### src/rtl/wb_pipe_std_bridge.sv
// Wishbone B4 pipelined master to classic slave bridge: requests are queued in a
// DEPTH-entry FIFO and replayed in order. Define WB_BRIDGE_ERR_EN for s_err/m_err.
module wb_pipe_std_bridge #(
  parameter int unsigned AW    = 32,
  parameter int unsigned DW    = 32,
  parameter int unsigned DEPTH = 4
) (
  input  logic            clk,
  input  logic            rst,
  input  logic            m_cyc,
  input  logic            m_stb,
  input  logic            m_we,
  input  logic [AW-1:0]   m_adr,
  input  logic [DW/8-1:0] m_sel,
  input  logic [DW-1:0]   m_dat_i,
  output logic [DW-1:0]   m_dat_o,
  output logic            m_ack,
  output logic            m_stall,
  output logic            s_cyc,
  output logic            s_stb,
  output logic            s_we,
  output logic [AW-1:0]   s_adr,
  output logic [DW/8-1:0] s_sel,
  output logic [DW-1:0]   s_dat_o,
  input  logic [DW-1:0]   s_dat_i,
  input  logic            s_ack
`ifdef WB_BRIDGE_ERR_EN
  ,
  input  logic            s_err,
  output logic            m_err
`endif
);

  localparam int unsigned SW = DW / 8;
  localparam int unsigned PW = $clog2(DEPTH);
  localparam int unsigned CW = PW + 1;
  localparam logic [CW-1:0] FULL = CW'(DEPTH);

  typedef enum logic {
    IDLE,
    REQ
  } state_t;

  state_t state, state_nxt;

  logic          we_mem  [DEPTH];
  logic [AW-1:0] adr_mem [DEPTH];
  logic [SW-1:0] sel_mem [DEPTH];
  logic [DW-1:0] dat_mem [DEPTH];

  logic [PW-1:0] wr_ptr, rd_ptr;
  logic [CW-1:0] count;
  logic          push, pop, err_in, term_ok;

`ifdef WB_BRIDGE_ERR_EN
  assign err_in = s_err;
`else
  assign err_in = 1'b0;
`endif

  assign m_stall = (count == FULL);
  assign push    = m_cyc & m_stb & ~m_stall;
  assign s_stb   = m_cyc & (state == REQ);
  assign s_cyc   = m_cyc & ((state == REQ) | (count != '0));
  assign pop     = s_stb & (s_ack | err_in);
  assign term_ok = s_stb & s_ack & ~err_in;

  // Head fields are forced to zero while no strobe is presented.
  assign s_we    = s_stb & we_mem[rd_ptr];
  assign s_adr   = s_stb ? adr_mem[rd_ptr] : '0;
  assign s_sel   = s_stb ? sel_mem[rd_ptr] : '0;
  assign s_dat_o = s_stb ? dat_mem[rd_ptr] : '0;

  always_ff @(posedge clk) begin
    if (push) begin
      we_mem[wr_ptr]  <= m_we;
      adr_mem[wr_ptr] <= m_adr;
      sel_mem[wr_ptr] <= m_sel;
      dat_mem[wr_ptr] <= m_dat_i;
    end
  end

  // An incoming push also wakes IDLE so the strobe appears one cycle after accept.
  always_comb begin
    state_nxt = state;
    if (!m_cyc) begin
      state_nxt = IDLE;
    end else begin
      case (state)
        IDLE: if (push || (count != '0)) state_nxt = REQ;
        REQ:  if (pop && !push && (count == CW'(1))) state_nxt = IDLE;
        default: state_nxt = IDLE;
      endcase
    end
  end

  always_ff @(posedge clk or negedge rst) begin
    if (!rst) begin
      state   <= IDLE;
      wr_ptr  <= '0;
      rd_ptr  <= '0;
      count   <= '0;
      m_ack   <= 1'b0;
      m_dat_o <= '0;
`ifdef WB_BRIDGE_ERR_EN
      m_err   <= 1'b0;
`endif
    end else begin
      state <= state_nxt;
      m_ack <= term_ok;
`ifdef WB_BRIDGE_ERR_EN
      m_err <= s_stb & s_err;
`endif
      if (term_ok && !s_we) m_dat_o <= s_dat_i;
      if (!m_cyc) begin
        wr_ptr <= '0;
        rd_ptr <= '0;
        count  <= '0;
      end else begin
        if (push) wr_ptr <= wr_ptr + PW'(1);
        if (pop)  rd_ptr <= rd_ptr + PW'(1);
        count <= count + CW'(push) - CW'(pop);
      end
    end
  end

endmodule

### config.mk
export PLATFORM = sky130hd
export DESIGN_NAME = wb_pipe_std_bridge
export DESIGN_NICKNAME = d
export VERILOG_FILES = /design/src/rtl/wb_pipe_std_bridge.sv
export SDC_FILE = /design/constraint.sdc
export NUM_CORES = 1
export LEC_CHECK = 0
export BUFFER_PORTS_ARGS = -buffer_cell sky130_fd_sc_hd__buf_2
export CORE_UTILIZATION = 28
export DETAILED_ROUTE_END_ITERATION = 8
export PLACE_DENSITY = 0.45
export SLEW_MARGIN = 20
export SYNTH_ARGS = -nofsm -noshare
export SYNTH_HDL_FRONTEND = slang
export SYNTH_SLANG_ARGS = --single-unit
### constraint.sdc
create_clock -name clk -period 3.2 [get_ports clk]
set_input_delay 0 -clock clk [delete_from_list [all_inputs] [get_ports clk]]
set_output_delay 0 -clock clk [all_outputs]
set_load 0.02 [all_outputs]
=== Word-level counts from Yosys, hierarchy flattened ===
Memory sizes are Yosys's and may differ from the RTL's.
Cells that the tools add are included.

* $add $sub $neg: 4
* Eq/ne operators: 4
* Mux-type cells: 14
* Bitwise operators: 9
* Reduce and logical (&&, ||, !) cells: 7

{| class="wikitable"
|+ Operators with widths
! cell !! count
|-
| $mux W32 || 2
|-
| $mux W2 || 4
|-
| $and A1 B1 Y1 || 6
|-
| $mux W1 || 5
|-
| $add A2 B1 Y2 const B || 2
|-
| $mux W4 || 1
|-
| $ne A2 B1 Y1 const B || 2
|-
| $add A3 B1 Y3 || 1
|-
| $eq A3 B1 Y1 const B || 1
|-
| $eq A3 B3 Y1 const B || 1
|-
| $logic_and A1 B1 Y1 || 3
|-
| $mux W3 || 1
|-
| $reduce_bool A3 Y1 || 1
|-
| $sub A3 B1 Y3 || 1
|-
| $logic_not A1 Y1 || 2
|-
| $not A1 Y1 || 2
|-
| $pmux W1 S2 || 1
|-
| $logic_or A1 B1 Y1 || 1
|-
| $or A1 B1 Y1 || 1
|}

* Register bits after elaboration: 41
* Bits in writable memories: 276
* Bits of input ports: 106
* Output and inout bits: 105
* Logic and storage cells: 48
* Memories: 4

{| class="wikitable"
|+ Memory list
! memory !! depth !! width !! rd ports !! clocked after memory_dff !! write ports !! line !! source
|-
| adr_mem || 4 || 32 || 1 || 0 || 1 || 47 || <nowiki>logic [AW-1:0] adr_mem [DEPTH];</nowiki>
|-
| dat_mem || 4 || 32 || 1 || 0 || 1 || 49 || <nowiki>logic [DW-1:0] dat_mem [DEPTH];</nowiki>
|-
| sel_mem || 4 || 4 || 1 || 0 || 1 || 48 || <nowiki>logic [SW-1:0] sel_mem [DEPTH];</nowiki>
|-
| we_mem || 4 || 1 || 1 || 0 || 1 || 46 || <nowiki>logic we_mem [DEPTH];</nowiki>
|}

=== Depth between registers and ports, before layout ===
Gate-level depths: netlist of the first run.

* Word-level depth: 9
* Gate-level depth with buffers: 11
* Depth with buffers taken out: 10

=== Worst setup path after synthesis of the first run ===
OpenSTA, ideal clock, no wires.

* Path type: reg2reg
* From: register count[2]
* To: memory adr_mem[0][0] (enable)
* Setup time: 0.435 ns
* Arrival: 2.601 ns
* Required time: 2.765 ns
* Slack: 0.164 ns
* Cell stages (with the launch flop): 5
* Buffers on the path: 1
* Period minus slack after synthesis: 3.036 ns
* Cells stage by stage: dfrtp_1 -> or3b_2 -> and3_1 -> clkbuf_1 -> and2_1

* Cells in the longest elaborated chain, start to end: 5

{| class="wikitable"
|+ Ends and longest elaborated chain
! item !! line !! source
|-
| start, declared || 52 || <nowiki>logic [CW-1:0] count;</nowiki>
|-
| start signal, assigned || 122 || <nowiki>count <= count + CW'(push) - CW'(pop);</nowiki>
|-
| $eq A3 B3 Y1 || 61 || <nowiki>assign m_stall = (count == FULL);</nowiki>
|-
| $not A1 Y1 || 62 || <nowiki>assign push = m_cyc & m_stb & ~m_stall;</nowiki>
|-
| $and A1 B1 Y1 || 62 ||
|-
| $mux W1 || 75 || <nowiki>if (push) begin</nowiki>
|-
| $mux W1 (not written as such) || 77 || <nowiki>adr_mem[wr_ptr] <= m_adr;</nowiki>
|-
| end, declared || 47 ||
|}

No other way between the ends.

=== Worst setup path in the final report of the first run ===
* From: register count[1]
* To: register count[2]

* Cells in the longest elaborated chain, start to end: 6

{| class="wikitable"
|+ Ends and longest elaborated chain
! item !! line !! source
|-
| $eq A3 B3 Y1 || 61 ||
|-
| $not A1 Y1 || 62 ||
|-
| $and A1 B1 Y1 || 62 ||
|-
| $add A3 B1 Y3 (*) || 122 ||
|-
| $sub A3 B1 Y3 (*) || 122 ||
|-
| $mux W3 (*) || 115 || <nowiki>if (!m_cyc) begin</nowiki>
|}

Mark *: on every way between the ends. The rest lies on a longest branch, timed or not.
A chain may end at the register's enable or synchronous reset.

==> results.json, run 1 <==
{
  "first_iter_violations": 360,
  "die_w_um": 210,
  "met1_length_um": 11600,
  "rsz0062_at_grt": "false",
  "insertion_delay_ns": 0.53,
  "first_global_vias": 7080,
  "ys_seq_area_share_pct": 76.9,
  "max_cap_violations": 0,
  "dieArea_sq_um": 44100,
  "yosys.area.top_type_share_pct": 68.4,
  "final_nets": 1011,
  "synth_seq_cells": 317,
  "cts_buffers": 37,
  "drt_first_pass_iters": 4,
  "gp_congestion": 0.710,
  "overflow": 0,
  "path_clk_slew_ns": 0.06,
  "cts_buffer_depth": 3,
  "stdcell_count": 1503,
  "antenna-diode-count": 0,
  "grt_start_max_net_pins": 71,
  "synth_cell_type_count": 27,
  "drcViolationCount": 0,
  "ir_worst_vdd_uv": 286,
  "antenna_found_initial": 0,
  "antenna_left": 0,
  "syn_to_final_growth_pct": 33.2,
  "final_max_slew_viol_count": 0,
  "cts.sinks": 317,
  "status": "completed",
  "dp.cells": 1331,
  "tightest_slew_ns": 0.937,
  "die_y_um": 210,
  "cp_max_fo": 7,
  "setup-violations-final": 0,
  "min_period_ns": 2.51,
  "relSlewSlack_pct": 37.5,
  "hold_class": "in2async",
  "core_area_sq_um": 42300,
  "fin_setup_tns_ns": 0,
  "synth_area_per_cell_sq_um": 21.6,
  "ios": 211,
  "tritoncts": "yes",
  "top_layer_used": "met4",
  "wl_per_cell_um": 17.8,
  "cp.arrival_ns": 2.92,
  "synth_area_sq_um": 12100,
  "totalWireLength_um": 26800,
  "synth_top_area_cell": "edfxtp_1",
  "vias": 6387,
  "final_cell_mix": "edfxtp_1, buf_2, dlygate4sd3_1",
  "power.density_nw_per_um2": 701,
  "syn-num-nets": 673,
  "rows": 75,
  "hpwl_um": 15400,
  "yosys-top-cells-area": "edfxtp_1, mux4_2, dfrtp_1",
  "cts_setup_buffers": 0,
  "drive_above_1_share_pct": 38.1,
  "cts.htree.levels": 2,
  "final-hold-violation-count": 0,
  "start_util_pct": 28.6,
  "route.met3.wl_um": 1310,
  "cts_root_buf": "clkbuf_16",
  "grt_pass1_wl_um": 41300,
  "ys_warn_count": 0,
  "fin_skew_ns": 0.0177,
  "worstSetupPathType": "reg2reg",
  "max_freq_mhz": 399,
  "routed_via_density": 4.25,
  "wl_met2_um": 13100,
  "leakagePower_nw": 5.90,
  "worstSetupStartpointType": "flip-flop",
  "end_kind": "flip-flop",
  "port_buffers": 210,
  "post-route-period-util_pct": 78.4,
  "track_usage_pct": 12.5,
  "layout_commonest_cell": "edfxtp_1",
  "syn_inst": 560,
  "crit_required_ns": 3.62
}
==> report_power, final <==
group	switching [mW]	leakage, nW	internal [mW]	total (mW)
clock network	1.60	0.572	2.47	4.06
registers	0.163	3.00	4.92	5.08
logic	1.22	2.32	0.949	2.17
total	2.98	5.90	8.34	11.3
==> Yosys cell counts <==
cell type,instances
edfxtp_1,276
and2_1,75
mux4_2,69
dfrtp_1,41
mux2_1,30
clkbuf_1,15
buf_2,9
inv_1,7
ha_1,6
nor2_1,5
buf_6,4
xor2_1,3
a21o_1,2
and3_1,2
mux2_2,2
nand2_1,2
nand3_1,2
a211oi_1,1
a21oi_1,1
a2bb2oi_1,1
buf_4,1
fa_1,1
nor2b_1,1
nor3_1,1
nor4_1,1
or3b_2,1
xnor2_1,1
==> cells by family after synthesis <==
| family | synth area share, % |
|---|---|
| AO/OA/AOI/OAI | 0.299 |
| XOR/XNOR | 0.289 |
| adder cells (fa/ha/maj) | 0.785 |
| buffers and inverters | 1.49 |
| flip-flops | 76.9 |
| multiplexers | 15.8 |
| AND/OR/NAND/NOR | 4.49 |
==> repair_timing <==
action | in CTS | in global routing
hold endpoints to repair | 358 | 0
hold buffers | 105 | 0
setup endpoints to repair | 0 | 0
resized for setup | 0 | 0
==> flip-flops by register name (all words and copies together) (netlist names) <==
name and flops:
m_dat_o 32, count 3, we_mem 4, m_ack 1, state 1, sel_mem 16
dat_mem 128, adr_mem 128, rd_ptr 2, wr_ptr 2
==> stage by stage <==
stage	cell area (sq um)	utilization (%)	setup WS [ns]	hold WS, ns	total power, mW
finish	16100	38.2	0.691	0.165	11.3
global route	16100	38.2	0.539	0.201	11.8
CTS	16100	38.2	0.638	0.153	11.5
detailed placement	13900	32.9	0.706	0.205	7.29
global placement	13900	32.9	0.698	0.215	7.28
floorplan	12100	-	0.164	-0.296	6.51
==> layer usage <==
metal / vias to the layer above / global-route usage [%]
met2: 155 / 20.6
li1: 2904 / -
met4: 0 / 5.36
met3: 51 / 2.56
met5: - / 0
met1: 3277 / 15.9
==> worst max-delay path, stage by stage, from the launching register on <==
cell	delay [ns]
dfrtp_1	0.44
or3b_2	0.52
and3_1	0.29
inv_1	0.08
ha_1	0.21
inv_1	0.05
ha_1	0.13
inv_1	0.05
fa_1	0.40
xnor2_1	0.16
nor2_1	0.05
==> worst paths after layout <==
path                                   from          end  slack [ns]  depth (start not counted)
max in group asynchronous               rst    rd_ptr[0]        2.35                          2
worst max register to register     count[1]     count[2]        0.69                         10
worst min-delay path                    rst  m_dat_o[18]        0.16                          2
worst max-delay path               count[1]     count[2]        0.69                         10
min in group clk                 s_dat_i[7]   m_dat_o[7]        0.21                          3
worst min register to register  m_dat_o[30]  m_dat_o[30]        0.48                          1
==> final cells by class <==
class | count | area (sq um)
clock buffers | 55 | 1070
clock inverters | 12 | 111
fillers | 3966 | 26200
inverters | 7 | 26.3
multi-input cells | 207 | 2640
flip-flops and latches | 317 | 9320
well taps | 577 | 722
repair buffers | 328 | 2260
Note: power is estimated with default switching activity, not from simulation.
==> inputs of run 2 (changes only) <==
--- a/config.mk
+++ b/config.mk
@@ -5,6 +5,7 @@
 export SDC_FILE = /design/constraint.sdc
 export NUM_CORES = 1
 export LEC_CHECK = 0
+export ABC_AREA = 1
 export BUFFER_PORTS_ARGS = -buffer_cell sky130_fd_sc_hd__buf_2
 export CORE_UTILIZATION = 28
 export DETAILED_ROUTE_END_ITERATION = 8
==> constraint.sdc (replaced) <==
create_clock -name clk -period 2.2 [get_ports clk]
set_input_delay 0 -clock clk [delete_from_list [all_inputs] [get_ports clk]]
set_output_delay 0 -clock clk [all_outputs]
set_load 0.02 [all_outputs]
==> run 2 against run 1 <==
Worst hold slack worse by 0.079 ns. Sequential share of layout area down 2.4 points. Critical path depth fell by 3. Combinational power rose by 81%. Clock skew shrank 0.0048 ns. Non-clock buffer count grew 21. Final area is 4.2% higher. Worst setup slack lost 0.60 ns. Cell count up 30%. Critical path type is now reg2out. Critical endpoint is now s_adr[12]. Largest power group unchanged. Highest routed layer is now met5.
==> results.json, run 2 <==
{
  "gp_congestion": 0.687,
  "relSlewSlack_pct": 46.8,
  "ir_worst_vdd_uv": 579,
  "synth_fa_ha_area_share_pct": 0.765,
  "dieArea_sq_um": 45200,
  "synth-edff-count": 276,
  "syn_inst": 1021,
  "vias": 8567,
  "cp.arrival_ns": 2.11,
  "rows": 76,
  "grt_start_max_net_pins": 84,
  "hpwl_um": 17700,
  "r2r_start": "count[1]",
  "drcViolationCount": 0,
  "syn-num-nets": 1134,
  "cts.sinks": 317,
  "start_util_pct": 28.6,
  "synth-xor-area-share_pct": 0.0705,
  "hold_class": "in2async",
  "setup-violations-final": 0,
  "grt_pass1_wl_um": 48800,
  "yosys-top-cells-area": "edfxtp_1, nor2_1, dfrtp_1",
  "core_area_sq_um": 43500,
  "final_nets": 1461,
  "synth-simple-area-share_pct": 12.9,
  "first_global_vias": 8580,
  "power.density_nw_per_um2": 1030,
  "antenna_left": 0,
  "first_iter_violations": 435,
  "routed_via_density": 4.38,
  "synth_area_sq_um": 12400,
  "leakagePower_nw": 6.55,
  "synth_area_per_cell_sq_um": 12.2,
  "end_kind": "output port",
  "r2r_setup_slack_ns": 0.19,
  "postSynth.asyncResetShare_pct": 12.9,
  "cts_buffers": 38,
  "reg2reg_depth": 6,
  "yosys.area.top_type_share_pct": 66.7,
  "fin_skew_ns": 0.0130,
  "drt_first_pass_iters": 5,
  "cts_buffer_depth": 3,
  "worstSetupStartpointType": "flip-flop",
  "antenna_found_initial": 1,
  "dp.cells": 1778,
  "die_w_um": 213,
  "cts_root_buf": "clkbuf_16",
  "wl_per_cell_um": 17.2,
  "min_period_ns": 2.11,
  "final_max_slew_viol_count": 0,
  "top_regs": "adr_mem x128, dat_mem x128, m_dat_o x32",
  "ys_seq_area_share_pct": 75.0,
  "cts.htree.levels": 2,
  "track_usage_pct": 14.3,
  "yosysMostFrequentCell": "nor2_1",
  "tightest_slew_ns": 0.799,
  "totalWireLength_um": 33600,
  "die_y_um": 213,
  "layout_commonest_cell": "nor2_1",
  "antenna-diode-count": 0,
  "insertion_delay_ns": 0.54,
  "max_cap_violations": 0,
  "synth_top_family_by_area": "simple AND/OR/NAND/NOR gates",
  "ys_warn_count": 0,
  "final-hold-violation-count": 0,
  "synth-compound-area-share_pct": 8.34,
  "crit_required_ns": 2.20,
  "tritoncts": "yes",
  "ios": 211,
  "rsz0062_at_grt": "true",
  "synth_seq_cells": 317,
  "final_cell_mix": "nor2_1, edfxtp_1, buf_2",
  "reg2reg_to": "wr_ptr[0]",
  "path_clk_slew_ns": 0.05,
  "max_freq_mhz": 474,
  "synth_top_area_cell": "edfxtp_1",
  "status": "completed",
  "worstSetupPathType": "reg2out",
  "post-route-period-util_pct": 95.8,
  "cp_max_fo": 27,
  "yosys_most_used_dff": "edfxtp_1",
  "synth_mux_area_share_pct": 0,
  "yosys-top-cells-count": "nor2_1, edfxtp_1, o21ai_0",
  "port_buffers": 210,
  "utilization_pct": 38.7,
  "synth_cell_type_count": 20,
  "drive_above_1_share_pct": 22.4,
  "overflow": 0,
  "syn_to_final_growth_pct": 35.5,
  "stdcell_count": 1956,
  "whs_ns": 0.0854
}
run 2: repair_timing:
item | CTS | global route
cloned | 0 | 5
endpoints found under the setup margin | 7 | 20
setup buffers | 2 | 1
endpoints found under the hold margin | 349 | 0
gates resized for setup | 1 | 16
pin swaps | 0 | 2
hold buffers | 107 | 0
run 2: kinds of logic after synthesis:
logic type	Yosys count
buffers and inverters	82
AND/OR/NAND/NOR	407
XOR/XNOR	1
AO/OA/AOI/OAI	207
adder cells (fa/ha/maj)	7
flip-flops	317
run 2: worst max-delay path: stages (launching register included):
cell and delay, ns:
dfrtp_4 0.59, buf_12 0.15, clkbuf_16 0.21, nor2_1 0.07, nor2_1 0.07, o21ai_0 0.08, a21oi_1 0.18, buf_2 0.20
run 2: how the worst max path moves through the flow:
stage	to	slack, ns	from
after floorplan	adr_mem[0][0]	-0.02	count[1]
after global placement	count[2]	0.26	count[1]
after detailed placement	count[2]	0.24	count[1]
after CTS	s_dat_o[13]	0.0005	rd_ptr[0]
after global routing	s_dat_o[19]	-0.04	rd_ptr[0]
final	s_adr[12]	0.09	rd_ptr[0]
run 2: layout make-up:
| cell class | count | area, sq um |
|---|---|---|
| well taps | 585 | 732 |
| fillers | 4230 | 26600 |
| inverters | 20 | 82.6 |
| clock buffers | 53 | 1080 |
| multi-input cells | 622 | 2800 |
| clock inverters | 10 | 100 |
| repair buffers | 349 | 2720 |
| flip-flops and latches | 317 | 9320 |
run 2: per-stage QoR:
stage          total power [mW]  instance area, sq um  setup TNS, ns  worst slack (ns)
6_report                   17.4                 16800              0            0.0918
2_1_floorplan              9.77                 12500          -1.16           -0.0167
3_3_place_gp               11.2                 14400              0             0.256
5_1_grt                    18.3                 16800        -0.0459           -0.0383
3_5_place_dp               11.2                 14400              0             0.244
4_1_cts                    17.5                 16600              0          0.000530
run 2: power by group:
group / internal [mW] / total [mW] / switching (mW) / leakage (nW)
Clock: 3.64 / 5.99 / 2.35 / 0.579
Combinational: 1.35 / 3.92 / 2.57 / 2.96
Sequential: 7.22 / 7.49 / 0.266 / 3.02
run 2: per-layer routing:
metal  GRT usage [%]  wire (um)  vias to the layer above
met5               0         17                        -
met2            23.9      15900                      220
met3            3.12       1930                       43
li1                -          -                     4211
met4            5.56        732                        2
met1            17.9      15000                     4091
==> inputs of run 3 (changes only) <==
--- a/config.mk
+++ b/config.mk
@@ -7,9 +7,9 @@
 export LEC_CHECK = 0
 export ABC_AREA = 1
 export BUFFER_PORTS_ARGS = -buffer_cell sky130_fd_sc_hd__buf_2
-export CORE_UTILIZATION = 28
+export CORE_UTILIZATION = 35
 export DETAILED_ROUTE_END_ITERATION = 8
-export PLACE_DENSITY = 0.45
+export PLACE_DENSITY = 0.54
 export SLEW_MARGIN = 20
 export SYNTH_ARGS = -nofsm -noshare
 export SYNTH_HDL_FRONTEND = slang
==> run 3 against run 2 <==
Die area shrank 20%. Worst hold slack lost 0.043 ns. Clock skew is essentially flat. Critical path type unchanged. Critical endpoint is now s_we. Highest routed layer is now met4.
==> results.json, run 3 (synthesis results as in run 2) <==
{
  "die_y_um": 190,
  "vias": 8708,
  "fin_setup_tns_ns": 0,
  "crit_required_ns": 2.20,
  "cp_max_fo": 33,
  "leakagePower_nw": 6.45,
  "dieArea_sq_um": 36300,
  "overflow": 0,
  "utilization_pct": 47.3,
  "fin_ws_ns": 0.135,
  "final_max_slew_viol_count": 0,
  "port_buffers": 210,
  "hpwl_um": 17300,
  "rsz0062_at_grt": "false",
  "top_regs": "adr_mem x128, dat_mem x128, m_dat_o x32",
  "core_area_sq_um": 34700,
  "totalWireLength_um": 31900,
  "tritoncts": "yes",
  "die_w_um": 190,
  "p_total_mw": 16.8,
  "ir_worst_vdd_uv": 703,
  "start_util_pct": 35.8,
  "first_global_vias": 8550,
  "whs_ns": 0.0427,
  "cts_buffer_depth": 3,
  "gp_congestion": 0.729,
  "max_freq_mhz": 484,
  "tightest_slew_ns": 0.728,
  "setup-violations-final": 0,
  "worstSetupStartpointType": "flip-flop",
  "first_iter_violations": 461,
  "cp.arrival_ns": 2.07,
  "relSlewSlack_pct": 51.4,
  "dp.cells": 1650,
  "post-place-ws_ns": 0.235,
  "stdcell_count": 1823,
  "worstSetupPathType": "reg2out",
  "hold_class": "in2reg",
  "cts.htree.levels": 2,
  "insertion_delay_ns": 0.51,
  "antenna_left": 0,
  "ios": 211,
  "grt_pass1_wl_um": 47700,
  "drcViolationCount": 0,
  "max_cap_violations": 0,
  "wl_per_cell_um": 17.5,
  "syn_to_final_growth_pct": 32.1,
  "final_nets": 1454,
  "rows": 68,
  "cts_buffers": 36,
  "power.density_nw_per_um2": 1030,
  "final_cell_mix": "nor2_1, edfxtp_1, buf_2",
  "final-hold-violation-count": 0,
  "placed_area_sq_um": 14100,
  "cts_root_buf": "clkbuf_16",
  "grt_start_max_net_pins": 97,
  "cts.sinks": 317,
  "end_kind": "output port",
  "layout_commonest_cell": "nor2_1",
  "drt_first_pass_iters": 4,
  "antenna_found_initial": 0,
  "final_area_sq_um": 16400,
  "post-route-period-util_pct": 93.9,
  "routed_via_density": 4.78,
  "path_clk_slew_ns": 0.05,
  "fin_skew_ns": 0.0128,
  "min_period_ns": 2.07,
  "track_usage_pct": 17.0,
  "drive_above_1_share_pct": 21.9,
  "status": "completed"
}
## run 3: cell count changes in the layout (fill, tap and decap cells not counted), moves of 2 or more
cell           change
buf_2              +8
a21oi_1            +2
buf_12             -4
dlygate4sd3_1      -3
clkbuf_16          -5
buf_4              -3
a21oi_2            -2
buf_16             -2
clkbuf_1           -2
clkinv_1           +6
## run 3: layout make-up
class | instances | area [sq um]
antenna | 1 | 2.50
clock buffer | 48 | 998
clock inverter | 16 | 109
fill | 3154 | 18300
inverter | 20 | 82.6
multi-input combinational | 622 | 2790
sequential | 317 | 9320
tap | 455 | 569
timing repair buffer | 344 | 2530
## run 3: path summary, 6_finish.rpt
path                             start  depth (start not counted)  slack [ns]           to
setup / recovery             rd_ptr[0]                          7        0.13         s_we
hold / removal                   s_ack                          6        0.04    rd_ptr[1]
setup reg to reg              count[1]                         10        0.22     count[2]
hold reg to reg            m_dat_o[22]                          2        0.46  m_dat_o[22]
max in group asynchronous          rst                          3        1.45  m_dat_o[21]
min in group asynchronous          rst                          2        0.12  m_dat_o[10]
## run 3: what timing repair did
action                                 4_1_cts  5_1_grt
setup endpoints to repair                   16       33
endpoints found under the hold margin      343        0
resized for setup                            2        4
hold buffers                               104        0
buffers inserted                             0        1
gates cloned                                 0        3
pin swaps                                    0        2
## run 3: report_power, final
part	leakage, nW	internal (mW)	switching (mW)
sequential	3.02	7.22	0.240
combinational	2.89	1.25	2.54
clock	0.541	3.30	2.28
## run 3: per-layer routing
metal	vias to the layer above	track usage, %	routed length, um
li1	4213	-	-
met3	39	3.11	1540
met4	0	4.65	545
met2	224	29.3	15600
met1	4232	21.9	14200
met5	-	0	0
## run 3: critical path: stages (launching register included)
cell and delay (ns):
dfrtp_4 0.51, buf_4 0.24, nand2_1 0.09, nand3_1 0.09, nand2_2 0.15, buf_8 0.23
nor2_1 0.06, buf_2 0.19
